`src/rtl/rom_arb_pkg.sv`:
```
// Shared types and helpers for the two-port ROM access arbiter.
// Response payload layout and the request address validity check live here.
package rom_arb_pkg;

    localparam int PORT_FETCH = 0;
    localparam int PORT_DBG   = 1;

    localparam int RSP_DATA_W = 32;

    typedef struct packed {
        logic [RSP_DATA_W-1:0] data;
        logic                  err;
    } rom_rsp_t;

    // Addresses arrive zero-extended to 64 bits so the word index and ROM size
    // compare without truncation for any address width up to 64.
    function automatic logic rom_addr_err(input logic [63:0] addr, input logic [63:0] rom_size);
        return (addr[1:0] != 2'b00) || ({2'b00, addr[63:2]} >= rom_size);
    endfunction

endpackage

```
`src/rtl/rom_rsp_slot.sv`:
```
// Per-port response register: loads on grant, holds until consumed.
// Latency: 1 cycle from load to valid. Backpressure: contents frozen while rsp_ready=0.
import rom_arb_pkg::*;

module rom_rsp_slot (
    input  logic     clk,
    input  logic     rst_n,
    input  logic     load,
    input  rom_rsp_t load_rsp,
    input  logic     rsp_ready,
    output logic     rsp_valid,
    output rom_rsp_t rsp
);

    always_ff @(posedge clk) begin
        if (!rst_n) begin
            rsp_valid <= 1'b0;
            rsp       <= '0;
        end else if (load) begin
            // A reload on the same edge as a drain keeps valid high with no bubble.
            rsp_valid <= 1'b1;
            rsp       <= load_rsp;
        end else if (rsp_valid && rsp_ready) begin
            rsp_valid <= 1'b0;
        end
    end

endmodule

```
`src/rtl/rom_access_arbiter.sv`:
```
// Shares one combinational ROM between fetch (port 0) and debug (port 1) requesters.
// Latency: response valid the cycle after grant. Backpressure: a port with a held,
// unconsumed response is not granted. ROM_ARB_RR_EN selects round-robin over fixed priority.
import rom_arb_pkg::*;

module rom_access_arbiter #(
    parameter int ADDR_WIDTH = 32,
    parameter int DATA_WIDTH = 32,
    parameter int ROM_SIZE   = 64
) (
    input  logic                  clk,
    input  logic                  rst_n,
    input  logic                  req0_valid,
    output logic                  req0_ready,
    input  logic [ADDR_WIDTH-1:0] req0_addr,
    output logic                  rsp0_valid,
    input  logic                  rsp0_ready,
    output logic [DATA_WIDTH-1:0] rsp0_data,
    output logic                  rsp0_err,
    input  logic                  req1_valid,
    output logic                  req1_ready,
    input  logic [ADDR_WIDTH-1:0] req1_addr,
    output logic                  rsp1_valid,
    input  logic                  rsp1_ready,
    output logic [DATA_WIDTH-1:0] rsp1_data,
    output logic                  rsp1_err,
    output logic [ADDR_WIDTH-1:0] rom_addr,
    input  logic [DATA_WIDTH-1:0] rom_data
);

    logic [1:0]            elig;
    logic [1:0]            gnt;
    logic [ADDR_WIDTH-1:0] sel_addr;
    logic [ADDR_WIDTH-1:0] last_addr;
    rom_rsp_t              load_rsp;
    rom_rsp_t              slot0;
    rom_rsp_t              slot1;

    // rst_n gates eligibility so ready stays low throughout reset.
    assign elig[PORT_FETCH] = rst_n && req0_valid && (!rsp0_valid || rsp0_ready);
    assign elig[PORT_DBG]   = rst_n && req1_valid && (!rsp1_valid || rsp1_ready);

`ifdef ROM_ARB_RR_EN
    logic rr_ptr;   // 0: fetch preferred, 1: debug preferred

    assign gnt[PORT_FETCH] = elig[PORT_FETCH] && (!elig[PORT_DBG] || !rr_ptr);
    assign gnt[PORT_DBG]   = elig[PORT_DBG] && (!elig[PORT_FETCH] || rr_ptr);

    always_ff @(posedge clk) begin
        if (!rst_n) begin
            rr_ptr <= 1'b0;
        end else if (gnt[PORT_FETCH]) begin
            rr_ptr <= 1'b1;
        end else if (gnt[PORT_DBG]) begin
            rr_ptr <= 1'b0;
        end
    end
`else
    assign gnt[PORT_FETCH] = elig[PORT_FETCH];
    assign gnt[PORT_DBG]   = elig[PORT_DBG] && !elig[PORT_FETCH];
`endif

    assign req0_ready = gnt[PORT_FETCH];
    assign req1_ready = gnt[PORT_DBG];

    assign sel_addr = gnt[PORT_DBG] ? req1_addr : req0_addr;
    // Idle cycles replay the last granted address so the ROM input does not toggle.
    assign rom_addr = (|gnt) ? sel_addr : last_addr;

    always_ff @(posedge clk) begin
        if (!rst_n) begin
            last_addr <= '0;
        end else if (|gnt) begin
            last_addr <= sel_addr;
        end
    end

    always_comb begin
        load_rsp      = '0;
        load_rsp.err  = rom_addr_err(64'(sel_addr), 64'(ROM_SIZE));
        load_rsp.data = load_rsp.err ? '0 : RSP_DATA_W'(rom_data);
    end

    rom_rsp_slot u_slot0 (
        .clk       (clk),
        .rst_n     (rst_n),
        .load      (gnt[PORT_FETCH]),
        .load_rsp  (load_rsp),
        .rsp_ready (rsp0_ready),
        .rsp_valid (rsp0_valid),
        .rsp       (slot0)
    );

    rom_rsp_slot u_slot1 (
        .clk       (clk),
        .rst_n     (rst_n),
        .load      (gnt[PORT_DBG]),
        .load_rsp  (load_rsp),
        .rsp_ready (rsp1_ready),
        .rsp_valid (rsp1_valid),
        .rsp       (slot1)
    );

    assign rsp0_data = DATA_WIDTH'(slot0.data);
    assign rsp0_err  = slot0.err;
    assign rsp1_data = DATA_WIDTH'(slot1.data);
    assign rsp1_err  = slot1.err;

endmodule

```
`config.mk`:
```
export PLATFORM = sky130hd
export DESIGN_NAME = rom_access_arbiter
export DESIGN_NICKNAME = d
export VERILOG_FILES = /design/src/rtl/rom_arb_pkg.sv /design/src/rtl/rom_rsp_slot.sv /design/src/rtl/rom_access_arbiter.sv
export SDC_FILE = /design/constraint.sdc
export NUM_CORES = 1
export LEC_CHECK = 0
export ABC_CLOCK_PERIOD_IN_PS = 4050
export CAP_MARGIN = 20
export CORE_AREA = 2 2 99 101
export DETAILED_ROUTE_END_ITERATION = 7
export DIE_AREA = 0 0 101 103
export PLACE_DENSITY = 0.87
export REMOVE_ABC_BUFFERS = 1
export SLEW_MARGIN = 15
export SYNTH_ARGS = -nofsm -noshare
export SYNTH_HDL_FRONTEND = slang
export SYNTH_SLANG_ARGS = --single-unit
```
`constraint.sdc`:
```
create_clock -name clk -period 4.05 [get_ports clk]
set_input_delay 0.405 -clock clk [delete_from_list [all_inputs] [get_ports clk]]
set_output_delay 0.405 -clock clk [all_outputs]
set_load 0.02 [all_outputs]
```
==> flow_metrics.tcl <==
set metrics [dict create \
    pre_cts_ws_ps 859 \
    setup_slack_ps 844 \
    drt-total-wl_um 12500 \
    ys_ff_latch 100 \
    insertion_delay_ps 360 \
    die_h_um 103 \
    start_kind "input port" \
    htreeDepth 3 \
    vias_per_cell 5.51 \
    synth_top_area_cell "dfxtp_1" \
    cp.arrival_ps 2800 \
    cts_sinks 100 \
    yosys-top-cells-area "dfxtp_1 (52%), a22o_1 (15%), mux2i_1 (8.3%)" \
    path_common_cell "clkdlybuf4s50_1" \
    crit_path_max_fanout 55 \
    antenna_found_initial 0 \
    hold_viol_final 0 \
    num-nets-final 660 \
    groute.usage.overall_pct 22.9 \
    fin_crit_sh_pct 79.2 \
    max_freq_ghz 0.312 \
    post_cts_resized 0 \
    cts_made_buffers 9 \
    die_area_um2 10400 \
    cts_hold_buffers 0 \
    tightest_slew_ps 697 \
    syn_to_final_growth_pct 60.3 \
    die_w_um 101 \
    overflow 0 \
    setup_viol 0 \
    slowest_stage "clkdlybuf4s50_1" \
    maxSlewHeadroom_pct 53.5 \
    synth.top_cell.area_share_pct 52.1 \
    cp-end-kind "output port" \
    syn_inst 367 \
    seq_area_frac_synth_pct 52.1 \
    synth_area_um2 3840 \
    power_density_nw_per_um2 332 \
    drt_iter0_drc 62 \
    grt_pass1_wl_um 18700 \
    rows 36 \
    ys_types 28 \
    portBuffers 203 \
    finClkSkew_ps 13.2 \
    vias 3730 \
    postCtsSetupBuffers 0 \
    leakage_nw 2.42 \
    required_ps 3640 \
    nFillCells 732 \
    start_util_pct 40.6 \
    syn_avg_cell_area_um2 10.5 \
    path_cells "clkdlybuf4s50_1 -> nand3_4 -> buf_12 -> a21oi_1 -> clkdlybuf4s50_1" \
    tritoncts "built" \
    dr.pass1.iters 4 \
    grt_pass1_vias 3830 \
    dp.final_hpwl_um 9220 \
    cpPeakStageDelay_ps 660 \
    drt.antenna.violating_nets 0 \
    hold_class "reg -> reg" \
    rsz0062_at_grt "no" \
    drive_gt1_share_pct 5.51 \
    io_pins 204 \
    min_period_ps 3210 \
    vdd_drop_max_mv 0.209 \
    antenna_cells 0 \
    drv_cap 0 \
    clock_path_buffers 2 \
    drc 0 \
    grt_max_degree 56 \
    ys_warn_count 0 \
    setup_tns_ps 0 \
    fin_hold_ws_ps 491 \
    clk_pin_slew_ps 100 \
    critPathBufInv 3 \
    drv_slew 0 \
    wl_per_cell_um 18.4 \
    cts_root_buf "clkbuf_8" \
    gp_congestion 0.876 \
    status "complete, no violations" \
    crit_type "in -> out" \
    path_delay_family "buffers and inverters" \
    core-area_um2 9460 \
]
==> layer usage <==
| layer | GRT usage [%] | routed length, µm |
|---|---|---|
| met1 | 25.4 | 5020 |
| met2 | 40.3 | 5980 |
| met3 | 8.54 | 1160 |
| met4 | 8.73 | 291 |
| met5 | 0 | 0 |
==> report_power, final <==
| part | internal (mW) | switching, mW | leakage, nW | total (mW) |
|---|---|---|---|---|
| Sequential | 1.01 | 0.00883 | 0.813 | 1.02 |
| Clock | 0.239 | 0.370 | 0.0987 | 0.609 |
| Combinational | 0.214 | 0.202 | 1.51 | 0.415 |
| Total | 1.47 | 0.580 | 2.42 | 2.05 |
==> metrics by stage <==
stage               cells  power [mW]  cell area [µm²]  utilization, %
global route          677        2.13             6160            65.1
CTS                   677        2.07             6160            65.1
global placement      661        1.45             5960            63.0
detailed placement    661        1.46             5960            63.0
floorplan             338        1.22             3700               -
finish                677        2.05             6160            65.1
==> flip-flops by register name (all words and copies together) (netlist names) <==
name and cells:
u_slot0.rsp_valid 1, u_slot0.rsp 33, u_slot1.rsp 33, u_slot1.rsp_valid 1, last_addr 32
==> area by class of cell <==
class                      instances  area (µm²)  share of cell area, %
clock buffer                       9         124                   2.01
timing repair buffer             209        2090                   33.9
multi-input combinational        234        1710                   27.8
sequential                       100        2000                   32.5
clock inverter                     7        71.3                   1.16
inverter                           4        15.0                  0.244
tap                              114         143                   2.32
==> Yosys cell counts <==
| cell type | number |
|---|---|
| buf_6 | 3 |
| a311o_1 | 1 |
| nor2_1 | 37 |
| nand4_1 | 2 |
| nor2b_1 | 1 |
| nor3_1 | 1 |
| dfxtp_1 | 100 |
| clkbuf_1 | 15 |
| nand2b_4 | 1 |
| buf_4 | 1 |
| nand2_1 | 3 |
| nor4_1 | 13 |
| a22o_1 | 64 |
| inv_2 | 1 |
| nor4_2 | 1 |
| buf_1 | 4 |
| a211oi_1 | 32 |
| o211ai_1 | 1 |
| a21oi_1 | 37 |
| mux2i_1 | 32 |
| or4b_2 | 1 |
| nand3_1 | 3 |
| buf_2 | 6 |
| a2111oi_4 | 1 |
| nor4b_1 | 1 |
| or4_1 | 1 |
| inv_1 | 3 |
| nand2b_1 | 1 |
==> kinds of logic after synthesis <==
logic type | count (synthesis) | synth area share [%]
flip-flops | 100 | 52.1
AO/OA/AOI/OAI | 136 | 26.8
buffers and inverters | 33 | 4.11
multiplexers | 32 | 8.34
AND/OR/NAND/NOR | 66 | 8.57
==> layout by cell type, fill, tap and decap left out, drive strengths merged <==
cell	count
nor3	1
or4b	1
nand2	3
a21oi	37
o211ai	1
clkbuf	9
a22o	64
buf	6
nor4	14
dfxtp	100
nor4b	1
a311o	1
inv	6
clkinv	5
clkdlybuf4s50	203
nor2	37
nand3	3
mux2i	32
a2111oi	1
or4	1
nand2b	2
nand4	2
a211oi	32
nor2b	1
==> path summary, 6_finish.rpt <==
path | startpoint | endpoint | slack, ps | cells past startpoint
setup / recovery | rst_n | rom_addr[19] | 840 | 5
hold / removal | u_slot1.rsp[2] | u_slot1.rsp[2] | 490 | 1
setup reg to reg | u_slot0.rsp_valid | u_slot0.rsp[6] | 2100 | 6
hold reg to reg | u_slot1.rsp[2] | u_slot1.rsp[2] | 490 | 1
==> worst reg2reg max path, cell delays in order (launching register included) <==
cell	delay, ps
dfxtp_1	350
nand2b_4	100
nand3_4	460
inv_1	330
nor2_2	50
buf_4	270
a22o_1	280
Note: power is estimated with default switching activity, not from simulation.
